$ cat src/rtl/axil2sir_bridge.sv
// rtl/axil2sir_bridge.sv - AXI4-Lite slave to Sir register-bus master bridge
//
// Purpose:
//   Turns each AXI4-Lite read or write into exactly one Sir register access.
//   The bridge sequences every access as IDLE -> ACC -> RESP -> GAP.
//   SirSel is held for at least SEL_HOLD cycles and stays low for at least SEL_GAP cycles
//   between accesses, which lets slave edge detectors commit and rearm.
//   An access that never sees SirDack ends after TIMEOUT cycles with SLVERR.
//   A read that ends this way returns ERRDATA.
//
// Ports:
//   clk, rst                     clock, asynchronous active-high reset
//   s_aw*/s_w*/s_b*              AXI4-Lite write address/data/response channels
//   s_ar*/s_r*                   AXI4-Lite read address/data channels
//   SirSel/SirRead/SirAddr/SirWdat   Sir access request, stable while SirSel=1
//   SirDack/SirRdat              OR-ed slave acknowledge and read data

module axil2sir_bridge #(
    parameter int ADDRWIDTH = 8,
    parameter int DATAWIDTH = 32,
    parameter int SEL_HOLD  = 3,
    parameter int SEL_GAP   = 2,
    parameter int TIMEOUT   = 255,
    parameter logic [DATAWIDTH-1:0] ERRDATA = 32'hDEADBEEF
) (
    input  logic                 clk,
    input  logic                 rst,
    input  logic                 s_awvalid,
    output logic                 s_awready,
    input  logic [ADDRWIDTH-1:0] s_awaddr,
    input  logic                 s_wvalid,
    output logic                 s_wready,
    input  logic [DATAWIDTH-1:0] s_wdata,
    output logic                 s_bvalid,
    input  logic                 s_bready,
    output logic [1:0]           s_bresp,
    input  logic                 s_arvalid,
    output logic                 s_arready,
    input  logic [ADDRWIDTH-1:0] s_araddr,
    output logic                 s_rvalid,
    input  logic                 s_rready,
    output logic [DATAWIDTH-1:0] s_rdata,
    output logic [1:0]           s_rresp,
    output logic                 SirSel,
    output logic                 SirRead,
    output logic [ADDRWIDTH-1:0] SirAddr,
    output logic [DATAWIDTH-1:0] SirWdat,
    input  logic                 SirDack,
    input  logic [DATAWIDTH-1:0] SirRdat
);

    localparam int CNTMAX = (TIMEOUT > SEL_HOLD) ? TIMEOUT : SEL_HOLD;
    localparam int CW     = $clog2(CNTMAX) + 1;
    localparam logic [CW-1:0] HOLD_LAST = CW'(SEL_HOLD - 1);
    localparam logic [CW-1:0] TO_LAST   = CW'(TIMEOUT - 1);
    localparam logic [CW-1:0] GAP_LAST  = CW'(SEL_GAP - 1);
    localparam logic [1:0] RESP_OKAY   = 2'b00;
    localparam logic [1:0] RESP_SLVERR = 2'b10;

    typedef enum logic [1:0] {IDLE, ACC, RESP, GAP} state_t;

    state_t        state;
    logic [CW-1:0] cnt;          // ACC hold/timeout counter, reused as GAP counter
    logic          ackSeen;
    logic          isRead;
    logic          preferWrite;  // round-robin token, write wins first after reset

    logic wrElig, rdElig, pickWrite, pickRead, ackNow;

    always_comb begin
        wrElig    = s_awvalid & s_wvalid;
        rdElig    = s_arvalid;
        pickWrite = wrElig & (!rdElig | preferWrite);
        pickRead  = rdElig & !pickWrite;
        // An ack arriving in the last hold cycle still completes without an extra cycle.
        ackNow    = ackSeen | SirDack;
    end

    // Ready is a one-cycle pulse in the accept cycle, coincident with the winning valid.
    assign s_awready = (state == IDLE) & pickWrite;
    assign s_wready  = (state == IDLE) & pickWrite;
    assign s_arready = (state == IDLE) & pickRead;

    always_ff @(posedge clk or posedge rst) begin
        if (rst) begin
            state       <= IDLE;
            cnt         <= '0;
            ackSeen     <= 1'b0;
            isRead      <= 1'b0;
            preferWrite <= 1'b1;
            SirSel      <= 1'b0;
            SirRead     <= 1'b0;
            SirAddr     <= '0;
            SirWdat     <= '0;
            s_bvalid    <= 1'b0;
            s_bresp     <= RESP_OKAY;
            s_rvalid    <= 1'b0;
            s_rresp     <= RESP_OKAY;
            s_rdata     <= '0;
        end else begin
            case (state)
                IDLE: begin
                    cnt     <= '0;
                    ackSeen <= 1'b0;
                    if (pickWrite) begin
                        SirSel      <= 1'b1;
                        SirRead     <= 1'b0;
                        SirAddr     <= s_awaddr;
                        SirWdat     <= s_wdata;
                        isRead      <= 1'b0;
                        preferWrite <= 1'b0;
                        state       <= ACC;
                    end else if (pickRead) begin
                        SirSel      <= 1'b1;
                        SirRead     <= 1'b1;
                        SirAddr     <= s_araddr;
                        SirWdat     <= '0;
                        isRead      <= 1'b1;
                        preferWrite <= 1'b1;
                        state       <= ACC;
                    end
                end

                ACC: begin
                    if (cnt != {CW{1'b1}}) begin
                        cnt <= cnt + 1'b1;
                    end
                    // Only the first ack of an access carries data; later ones are ignored.
                    if (SirDack && !ackSeen) begin
                        ackSeen <= 1'b1;
                        if (isRead) begin
                            s_rdata <= SirRdat;
                        end
                    end
                    if (ackNow && (cnt >= HOLD_LAST)) begin
                        SirSel <= 1'b0;
                        state  <= RESP;
                        if (isRead) begin
                            s_rvalid <= 1'b1;
                            s_rresp  <= RESP_OKAY;
                        end else begin
                            s_bvalid <= 1'b1;
                            s_bresp  <= RESP_OKAY;
                        end
                    end else if (!ackNow && (cnt == TO_LAST)) begin
                        SirSel <= 1'b0;
                        state  <= RESP;
                        if (isRead) begin
                            s_rvalid <= 1'b1;
                            s_rresp  <= RESP_SLVERR;
                            s_rdata  <= ERRDATA;
                        end else begin
                            s_bvalid <= 1'b1;
                            s_bresp  <= RESP_SLVERR;
                        end
                    end
                end

                RESP: begin
                    if ((s_bvalid && s_bready) || (s_rvalid && s_rready)) begin
                        s_bvalid <= 1'b0;
                        s_rvalid <= 1'b0;
                        cnt      <= '0;
                        state    <= GAP;
                    end
                end

                GAP: begin
                    if (cnt == GAP_LAST) begin
                        cnt   <= '0;
                        state <= IDLE;
                    end else begin
                        cnt <= cnt + 1'b1;
                    end
                end

                default: state <= IDLE;
            endcase
        end
    end

endmodule

$ cat config.mk
export PLATFORM = sky130hd
export DESIGN_NAME = axil2sir_bridge
export DESIGN_NICKNAME = d
export VERILOG_FILES = /design/src/rtl/axil2sir_bridge.sv
export SDC_FILE = /design/constraint.sdc
export NUM_CORES = 1
export LEC_CHECK = 0
export BUFFER_PORTS_ARGS = -buffer_cell sky130_fd_sc_hd__buf_4
export CORE_AREA = 2 2 110 112
export CTS_CLUSTER_DIAMETER = 100
export DETAILED_ROUTE_END_ITERATION = 6
export DIE_AREA = 0 0 112 114
export MAX_ROUTING_LAYER = met4
export PLACE_DENSITY_LB_ADDON = 0.2
export SKIP_LAST_GASP = 1
export SYNTH_ARGS = -nofsm -noshare
export SYNTH_HDL_FRONTEND = slang
export SYNTH_SLANG_ARGS = --single-unit
$ cat constraint.sdc
create_clock -name clk -period 3.5 [get_ports clk]
set_clock_uncertainty 0.05 [all_clocks]
set_input_delay 0.525 -clock clk [delete_from_list [all_inputs] [get_ports clk]]
set_output_delay 0.525 -clock clk [all_outputs]
set_load 0.02 [all_outputs]
## Yosys cells after proc, flatten, opt, wreduce, memory -nomap -nowiden

Cells that the tools add are included.

| operators by class | value |
|---|---|
| bitwise logic cells | 7 |
| add/sub/neg operators | 1 |
| reductions and logical operators | 23 |
| muxes and demuxes | 45 |
| $lt $le $gt $ge | 1 |
| eq/ne operators | 16 |

Operators with widths:

| operator | number |
|---|---|
| $mux 32 | 7 |
| $pmux 9 s4 | 1 |
| $mux 2 | 14 |
| $mux 9 | 3 |
| $mux 8 | 2 |
| $ne 2x2->1 const B | 8 |
| $mux 1 | 13 |
| $reduce_and 4->1 | 3 |
| $add 9x1->9 const B | 1 |
| $eq 9x1->1 const B | 1 |
| $eq 9x8->1 const B | 1 |
| $ge 9x2->1 const B | 1 |
| $ne 9x9->1 const B | 1 |
| $pmux 1 s2 | 4 |
| $pmux 2 s4 | 1 |
| $reduce_bool 2->1 | 4 |
| $ne 3x3->1 const B | 2 |
| $reduce_and 2->1 | 3 |
| $reduce_and 3->1 | 2 |
| $and 1x1->1 | 5 |
| $logic_and 1x1->1 | 5 |
| $eq 2x2->1 const B | 2 |
| $logic_not 1->1 | 4 |
| $eq 2x1->1 const B | 1 |
| 3 further kinds | 4 |

| word-level totals | value |
|---|---|
| register bits | 93 |
| logic and storage cells | 106 |
| output and inout bits | 83 |

## Longest topological paths before layout

Gate-level depths: netlist of run 1.

| depth | value |
|---|---|
| depth in word-level cells | 8 |
| mapped depth | 8 |
| gate-level depth less buffers | 7 |

## Worst setup path before layout of run 1

OpenSTA, ideal clock, no wires.

| path | value |
|---|---|
| path kind | flip-flop to output port |
| start | register state[0] |
| end | output s_wready |
| data required time | 2,925 ps |
| path buffers | 3 |
| arrival | 1,835 ps |
| setup slack | 1,090 ps |
| stages on the path, launching flop included | 8 |
| path through | dfrtp_1 inv_1 ha_1 inv_1 a211oi_1 clkbuf_1 buf_2 buf_4 |

| between the ends | value |
|---|---|
| cells in the longest elaborated chain, start to end | 2 |

RTL lines:

| element | line | RTL |
|---|---|---|
| start: declaration | 62 | `state_t state;` |
| start signal: assignment | 86 | `state <= IDLE;` |
| start signal: assignment | 112 | `state <= ACC;` |
| start signal: assignment | 120 | `state <= ACC;` |
| $logic_not 2->1 | - |  |
| $and 1x1->1 | - |  |
| end: declaration | 32 | `output logic s_wready,` |

Every way passes these cells.

## Worst setup path in the final report of run 1

| path | value |
|---|---|
| start | register state[0] |
| end | output s_awready |

| between the ends | value |
|---|---|
| cells in the longest elaborated chain, start to end | 2 |

RTL lines:

| element | line | RTL |
|---|---|---|
| $logic_not 2->1 | 80 | `assign s_awready = (state == IDLE) & pickWrite;` |
| $and 1x1->1 | 80 |  |
| end: declaration | 29 | `output logic s_awready,` |

Every way passes these cells.

==> results of run 1 <==
==> routing by layer <==
| layer | track usage | routed length [µm] | vias to the layer above |
|---|---|---|---|
| li1 | - | - | 1759 |
| met1 | 0.212 | 4520 | 1667 |
| met2 | 0.267 | 4980 | 129 |
| met3 | 0.0414 | 687 | 12 |
| met4 | 0.0618 | 166 | 0 |
| met5 | - | 0 | - |
==> area by class of cell <==
cell class	instances	area (µm²)	share of cell area
timing repair buffer	176	1320	0.229
inverter	11	42.5	0.00738
sequential	91	2280	0.395
clock inverter	4	98.8	0.0172
clock buffer	11	243	0.0421
tap	147	184	0.0319
multi-input combinational	308	1600	0.277
==> per-stage QoR <==
stage | setup slack, ps | std cells | utilization | power (mW) | hold WS (ps)
after global placement | 1200 | 733 | 0.463 | 3.68 | 414
after detailed placement | 1140 | 733 | 0.463 | 3.72 | 422
after global routing | 739 | 748 | 0.492 | 5.10 | 198
after CTS | 871 | 748 | 0.492 | 4.84 | 166
after floorplan | 563 | 436 | - | 2.83 | 424
final | 907 | 748 | 0.492 | 4.77 | 159
==> placed cells by master, fill, tap and decap left out, types with 2 or more instances in the layout <==
master,instances
ha_1,8
nand4_1,4
nor3_1,2
a31oi_1,2
nand2_1,148
or3_1,2
nand3_1,29
conb_1,2
nor2_1,13
and3_2,2
mux2i_1,10
clkbuf_16,9
buf_4,176
a21oi_1,17
o311ai_0,2
xor2_1,6
o21ai_0,44
bufinv_16,3
dfrtp_1,90
inv_1,10
and4_4,2
==> how the worst max path moves through the flow <==
stage,end,cells after the start,start
final,s_awready,6,state[0]$_DFFE_PP0P_
after global routing,s_wready,6,state[1]$_DFFE_PP0P_
after CTS,s_awready,6,state[1]$_DFFE_PP0P_
after detailed placement,s_rdata[5]$_DFFE_PP0P_,6,cnt[0]$_DFFE_PP0P_
after global placement,s_rdata[11]$_DFFE_PP0P_,6,cnt[0]$_DFFE_PP0P_
after floorplan,SirAddr[0]$_DFFE_PP0P_,1,rst
==> where the power goes <==
part | internal [mW] | leakage, nW | switching (mW)
Sequential | 1.44 | 1.18 | 0.246
Combinational | 0.831 | 1.58 | 1.16
Clock | 0.715 | 0.166 | 0.389
==> cell families (layout without fill, tap and decap cells) <==
family | count (synthesis) | count (layout) | share of synthesized area
compound gates | 70 | 70 | 0.0984
buf+inv | 37 | 202 | 0.0378
mux | 11 | 11 | 0.0287
simple gates | 211 | 211 | 0.227
other cells | 1 | 2 | 0.000937
flops | 91 | 91 | 0.569
fa+ha+maj | 8 | 8 | 0.0250
xor+xnor | 6 | 6 | 0.0131
==> state kept, by name (all words and copies together), names as in the netlist <==
name,flops
s_bresp,1
s_rdata,32
state,2
SirWdat,32
SirSel,1
ackSeen,1
s_rresp,1
isRead,1
SirAddr,8
cnt,9
s_rvalid,1
preferWrite,1
s_bvalid,1
==> worst register-to-register path: cells and delay by family, from the launching register on <==
family | cells | cell delay [ps]
buffers and inverters | 1 | 110
DFF | 1 | 450
adders and majority gates | 1 | 170
and+or+nand+nor | 4 | 1540
==> results.yml, run 1 <==
grt:
  grt_pass1_wl_um: 16800
  antenna_found_initial: 0
  grtUsageTotal: 0.169
  grt.overflow.total: 0
  grt_max_degree: 38
  grt_pass1_vias: 3423
timing:
  tns_ps: 0
  fmax_ghz: 0.386
  timing.slew.headroom: 0.305
  fin_crit_ps: 2590
  final_hold_viol_count: 0
  setup_viol: 0
  finalMaxSlewViolations: 0
  tightest_slew_ps: 1040
  rsz0062_at_grt: "no"
  post-route-period-util: 0.741
yosys:
  async_flop_share: 1.00
  synth-edff-count: 0
  ys_seq_elements: 91
  avgSynthCellArea_um2: 9.20
  syn_area_um2: 4000
  synth.yosys.seq_area_share: 0.569
  ys_top_cells_by_area: "dfrtp_1, nand2_1, o21ai_0"
  ys_types: 36
  syn_inst: 435
  netlist.top_cell.by_area: "dfrtp_1"
  synthFlopType: "dfrtp_1"
  yosys.cell_count.top_type: "nand2_1"
  ys_top_cells_by_count: "nand2_1, dfrtp_1, o21ai_0"
  yosys.area.top_type_share: 0.562
  yosysWarnings: 0
setup_path:
  rr_endpoint: "s_rdata[5]$_DFFE_PP0P_"
  cpLargestDelayFamily: "buffers and inverters"
  crit_fanout: 37
  critical_path_class: "reg -> out"
  worstPathRequired_ps: 2920
  cp-end-kind: "output pin"
  rr_startpoint: "cnt[0]$_DFFE_PP0P_"
  start_kind: "register"
  crit_chain: "inv_1 > ha_1 > inv_1 > a211oi_4 > buf_4 > buf_4"
  cp_slowest_cell: "dfrtp_1"
  max_stage_delay_ps: 400
  ff2ff_setup_slack_ps: 1090
  reg2regPathDepth: 6
  cp.arrival_ps: 2020
  path_buf_inv: 4
placed_design:
  hpwl_um: 7600
  gp_congestion: 0.868
  port_buffers: 168
  placed_area_um2: 5420
power_and_ir_drop:
  powerDensity_nw_per_um2: 828
  leakage_nw: 2.92
  max-vdd-ir-drop_mv: 0.399
route:
  viasPerCell: 4.77
  ant_nets: 0
  wirelength_um: 10400
  firstDrtPassIters: 4
  vias: 3567
  wl_per_cell_um: 13.8
  route.detailed.drc: 0
  drtIter0Drc: 264
finish:
  post-route-cell-area_um2: 5760
  drive_gt1_frac: 0.338
  fillers: 1146
  n_antenna_cell: 0
  area.growth.synth_to_final_pct: 43.9
  final_nets: 693
clocking:
  ctsHtreeMaxLevel: 3
  cts_setup_buffers: 0
  cts_made_buffers: 9
  clk_pin_slew_ps: 60
  cts_tree: "built"
  cts.sinks: 91
  root_buffer: "clkbuf_16"
  insertion_delay_ps: 330
  clockBufferDepth: 2
  cts_resized: 0
  hold_buffers: 0
floorplanning:
  rows: 40
  die_h_um: 114
  design.core.area_um2: 11700
  die-area_um2: 12800
  io_pins: 171
  die_w_um: 112
  initial_utilization: 0.342
hold_path:
  hold_class: "in -> async"
job:
  maxCapViolCount: 0
status:
  status: "finished, final reports clean"
Note: power is estimated with default switching activity, not from simulation.
==> run 2, diff against run 1 <==
--- a/config.mk
+++ b/config.mk
@@ -5,11 +5,12 @@
 export SDC_FILE = /design/constraint.sdc
 export NUM_CORES = 1
 export LEC_CHECK = 0
+export ABC_AREA = 1
 export BUFFER_PORTS_ARGS = -buffer_cell sky130_fd_sc_hd__buf_4
-export CORE_AREA = 2 2 110 112
+export CORE_AREA = 2 2 116 118
 export CTS_CLUSTER_DIAMETER = 100
 export DETAILED_ROUTE_END_ITERATION = 6
-export DIE_AREA = 0 0 112 114
+export DIE_AREA = 0 0 118 120
 export MAX_ROUTING_LAYER = met4
 export PLACE_DENSITY_LB_ADDON = 0.2
 export SKIP_LAST_GASP = 1
==> constraint.sdc (replaced) <==
create_clock -name clk -period 2.36 [get_ports clk]
set_clock_uncertainty 0.05 [all_clocks]
set_input_delay 0.354 -clock clk [delete_from_list [all_inputs] [get_ports clk]]
set_output_delay 0.354 -clock clk [all_outputs]
set_load 0.02 [all_outputs]
==> results.yml, run 2 <==
finish:
  reg_top3: "SirWdat (32), s_rdata (32), cnt (9)"
  n_antenna_cell: 0
  post-route-cell-area_um2: 6240
  final_nets: 790
  area.growth.synth_to_final_pct: 39.9
  utilization: 0.481
  drive_gt1_frac: 0.306
  layout_common_cells: "buf_4, nand2_1, dfrtp_1"
  mostFrequentLayoutCell: "buf_4"
  fillers: 1224
clocking:
  clockBufferDepth: 2
  hold_buffers: 0
  root_buffer: "clkbuf_16"
  cts_made_buffers: 9
  cts.sinks: 91
  clk_pin_slew_ps: 70
  ctsHtreeMaxLevel: 3
  cts_setup_buffers: 0
  insertion_delay_ps: 340
  cts_tree: "built"
setup_path:
  reg2regPathDepth: 6
  crit_chain: "inv_1 > nand2_2 > nand2_4 > nor2_8 > buf_12 > buf_4"
  cp-end-kind: "output pin"
  path_buf_inv: 3
  crit_fanout: 31
  ff2ff_setup_slack_ps: 390
  worstPathRequired_ps: 1960
  rr_endpoint: "SirWdat[14]$_DFFE_PP0P_"
  cp_slowest_cell: "dfstp_2"
  critical_path_class: "reg -> out"
  start_kind: "register"
  max_stage_delay_ps: 520
  rr_startpoint: "state[0]$_DFFE_PP0P_"
  cpLargestDelayFamily: "flip-flops"
  cp.arrival_ps: 1820
floorplanning:
  design.core.area_um2: 13000
  initial_utilization: 0.344
  rows: 42
  io_pins: 171
  die_h_um: 120
  die-area_um2: 14200
  die_w_um: 118
yosys:
  synth.yosys.seq_area_share: 0.511
  ys_types: 40
  muxShareOfSynthArea: 0
  ys_seq_elements: 91
  ys_top_cells_by_count: "nand2_1, dfrtp_1, inv_1"
  netlist.top_cell.by_area: "dfrtp_1"
  yosys.area.top_type_share: 0.505
  yosysWarnings: 0
  ys_top_cells_by_area: "dfrtp_1, nand2_1, inv_1"
  avgSynthCellArea_um2: 8.45
  synthFlopType: "dfrtp_1"
  synth_top_family_by_area: "simple AND/OR/NAND/NOR gates"
  synth-xor-area-share: 0.00392
  synthAdderAreaFrac: 0.0224
  synth-simple-area-share: 0.235
  async_flop_share: 1.00
  syn_inst: 528
  yosys.cell_count.top_type: "nand2_1"
  syn_area_um2: 4460
  synth_compound_area_frac: 0.124
  synth-edff-count: 0
grt:
  grt_max_degree: 92
  grtUsageTotal: 0.176
  grt_pass1_vias: 3976
  antenna_found_initial: 0
  grt_pass1_wl_um: 19600
  grt.overflow.total: 0
placed_design:
  placed_area_um2: 5900
  port_buffers: 168
  hpwl_um: 8280
  gp_congestion: 0.821
power_and_ir_drop:
  p_total_mw: 8.31
  p_switching_mw: 3.51
  leakage_nw: 3.40
  clockPowerShare: 0.188
  p_sw_frac: 0.422
  intPower_mw: 4.80
  powerDensity_nw_per_um2: 1330
  max-vdd-ir-drop_mv: 0.494
  sequentialPowerShare: 0.319
  p_comb_frac: 0.493
route:
  firstDrtPassIters: 5
  wirelength_um: 12000
  vias: 4121
  drtIter0Drc: 299
  route.detailed.drc: 0
  viasPerCell: 4.71
  ant_nets: 0
  wl_per_cell_um: 13.7
timing:
  tightest_slew_ps: 787
  rsz0062_at_grt: "no"
  post-route-period-util: 0.942
  fin_crit_ps: 2220
  fmax_ghz: 0.450
  tns_ps: 0
  setup_viol: 0
  timing.hold.ws_ps: 118
  final_hold_viol_count: 0
  finalMaxSlewViolations: 0
  timing.slew.headroom: 0.475
job:
  maxCapViolCount: 0
status:
  status: "finished, final reports clean"
hold_path:
  hold_class: "in -> async"
==> run 2: how the worst max path moves through the flow <==
stage	start	end	slack, ps	depth (start not counted)
finish	preferWrite$_DFFE_PP1P_	s_awready	140	6
CTS	state[0]$_DFFE_PP0P_	s_awready	50	6
global route	preferWrite$_DFFE_PP1P_	s_awready	10	6
floorplan	state[0]$_DFFE_PP0P_	s_wready	570	6
global placement	state[0]$_DFFE_PP0P_	SirAddr[5]$_DFFE_PP0P_	200	8
detailed placement	state[0]$_DFFE_PP0P_	SirAddr[6]$_DFFE_PP0P_	100	8
==> run 2: layout make-up <==
class,count,area (µm²),area share
clock inverters,7,98.8,0.0158
flip-flops and latches,91,2280,0.365
multi-input cells,328,1740,0.278
clock buffers,9,225,0.0361
inverters,87,330,0.0529
well taps,176,220,0.0353
repair buffers,177,1350,0.217
==> run 2: kinds of logic (layout without fill, tap and decap cells) <==
family	after synthesis	in the layout
adder cells (fa/ha/maj)	8	8
XOR/XNOR	2	2
other	1	2
AND/OR/NAND/NOR	238	239
flip-flops	91	91
AO/OA/AOI/OAI	77	77
buffers and inverters	111	280
==> run 2: per-layer routing <==
layer,global-route usage,vias to the layer above,wire [µm],share of wire
li1,-,2030,-,-
met5,-,-,0,0
met4,0.0384,0,74,0.0062
met3,0.0494,8,727,0.060
met1,0.241,1939,5700,0.47
met2,0.262,144,5530,0.46
==> run 2: power by group through the flow <==
| stage | logic [mW] | clock network, mW | registers [mW] |
|---|---|---|---|
| finish | 4.09 | 1.57 | 2.65 |
| global route | 4.52 | 1.68 | 2.74 |
| CTS | 4.10 | 1.61 | 2.65 |
| detailed placement | 4.08 | 0 | 2.67 |
| global placement | 4.01 | 0 | 2.66 |
| floorplan | 1.83 | 0 | 3.34 |
==> run 2: worst min-delay path: cells and delay by family <==
kind	cells	cell delay (ps)
buffers and inverters	3	590
==> run 2: repair_timing <==
item	4_1_cts	5_1_grt
endpoints found under the setup margin	2	11
gates resized for setup	1	3
cloned	0	1
pin swaps	0	1
==> run 2: metrics by stage <==
stage / worst slack [ps] / instances
final: 138 / 875
after global routing: 11.3 / 875
after CTS: 52.1 / 874
after detailed placement: 96.6 / 858
after global placement: 200 / 858
after floorplan: 566 / 529
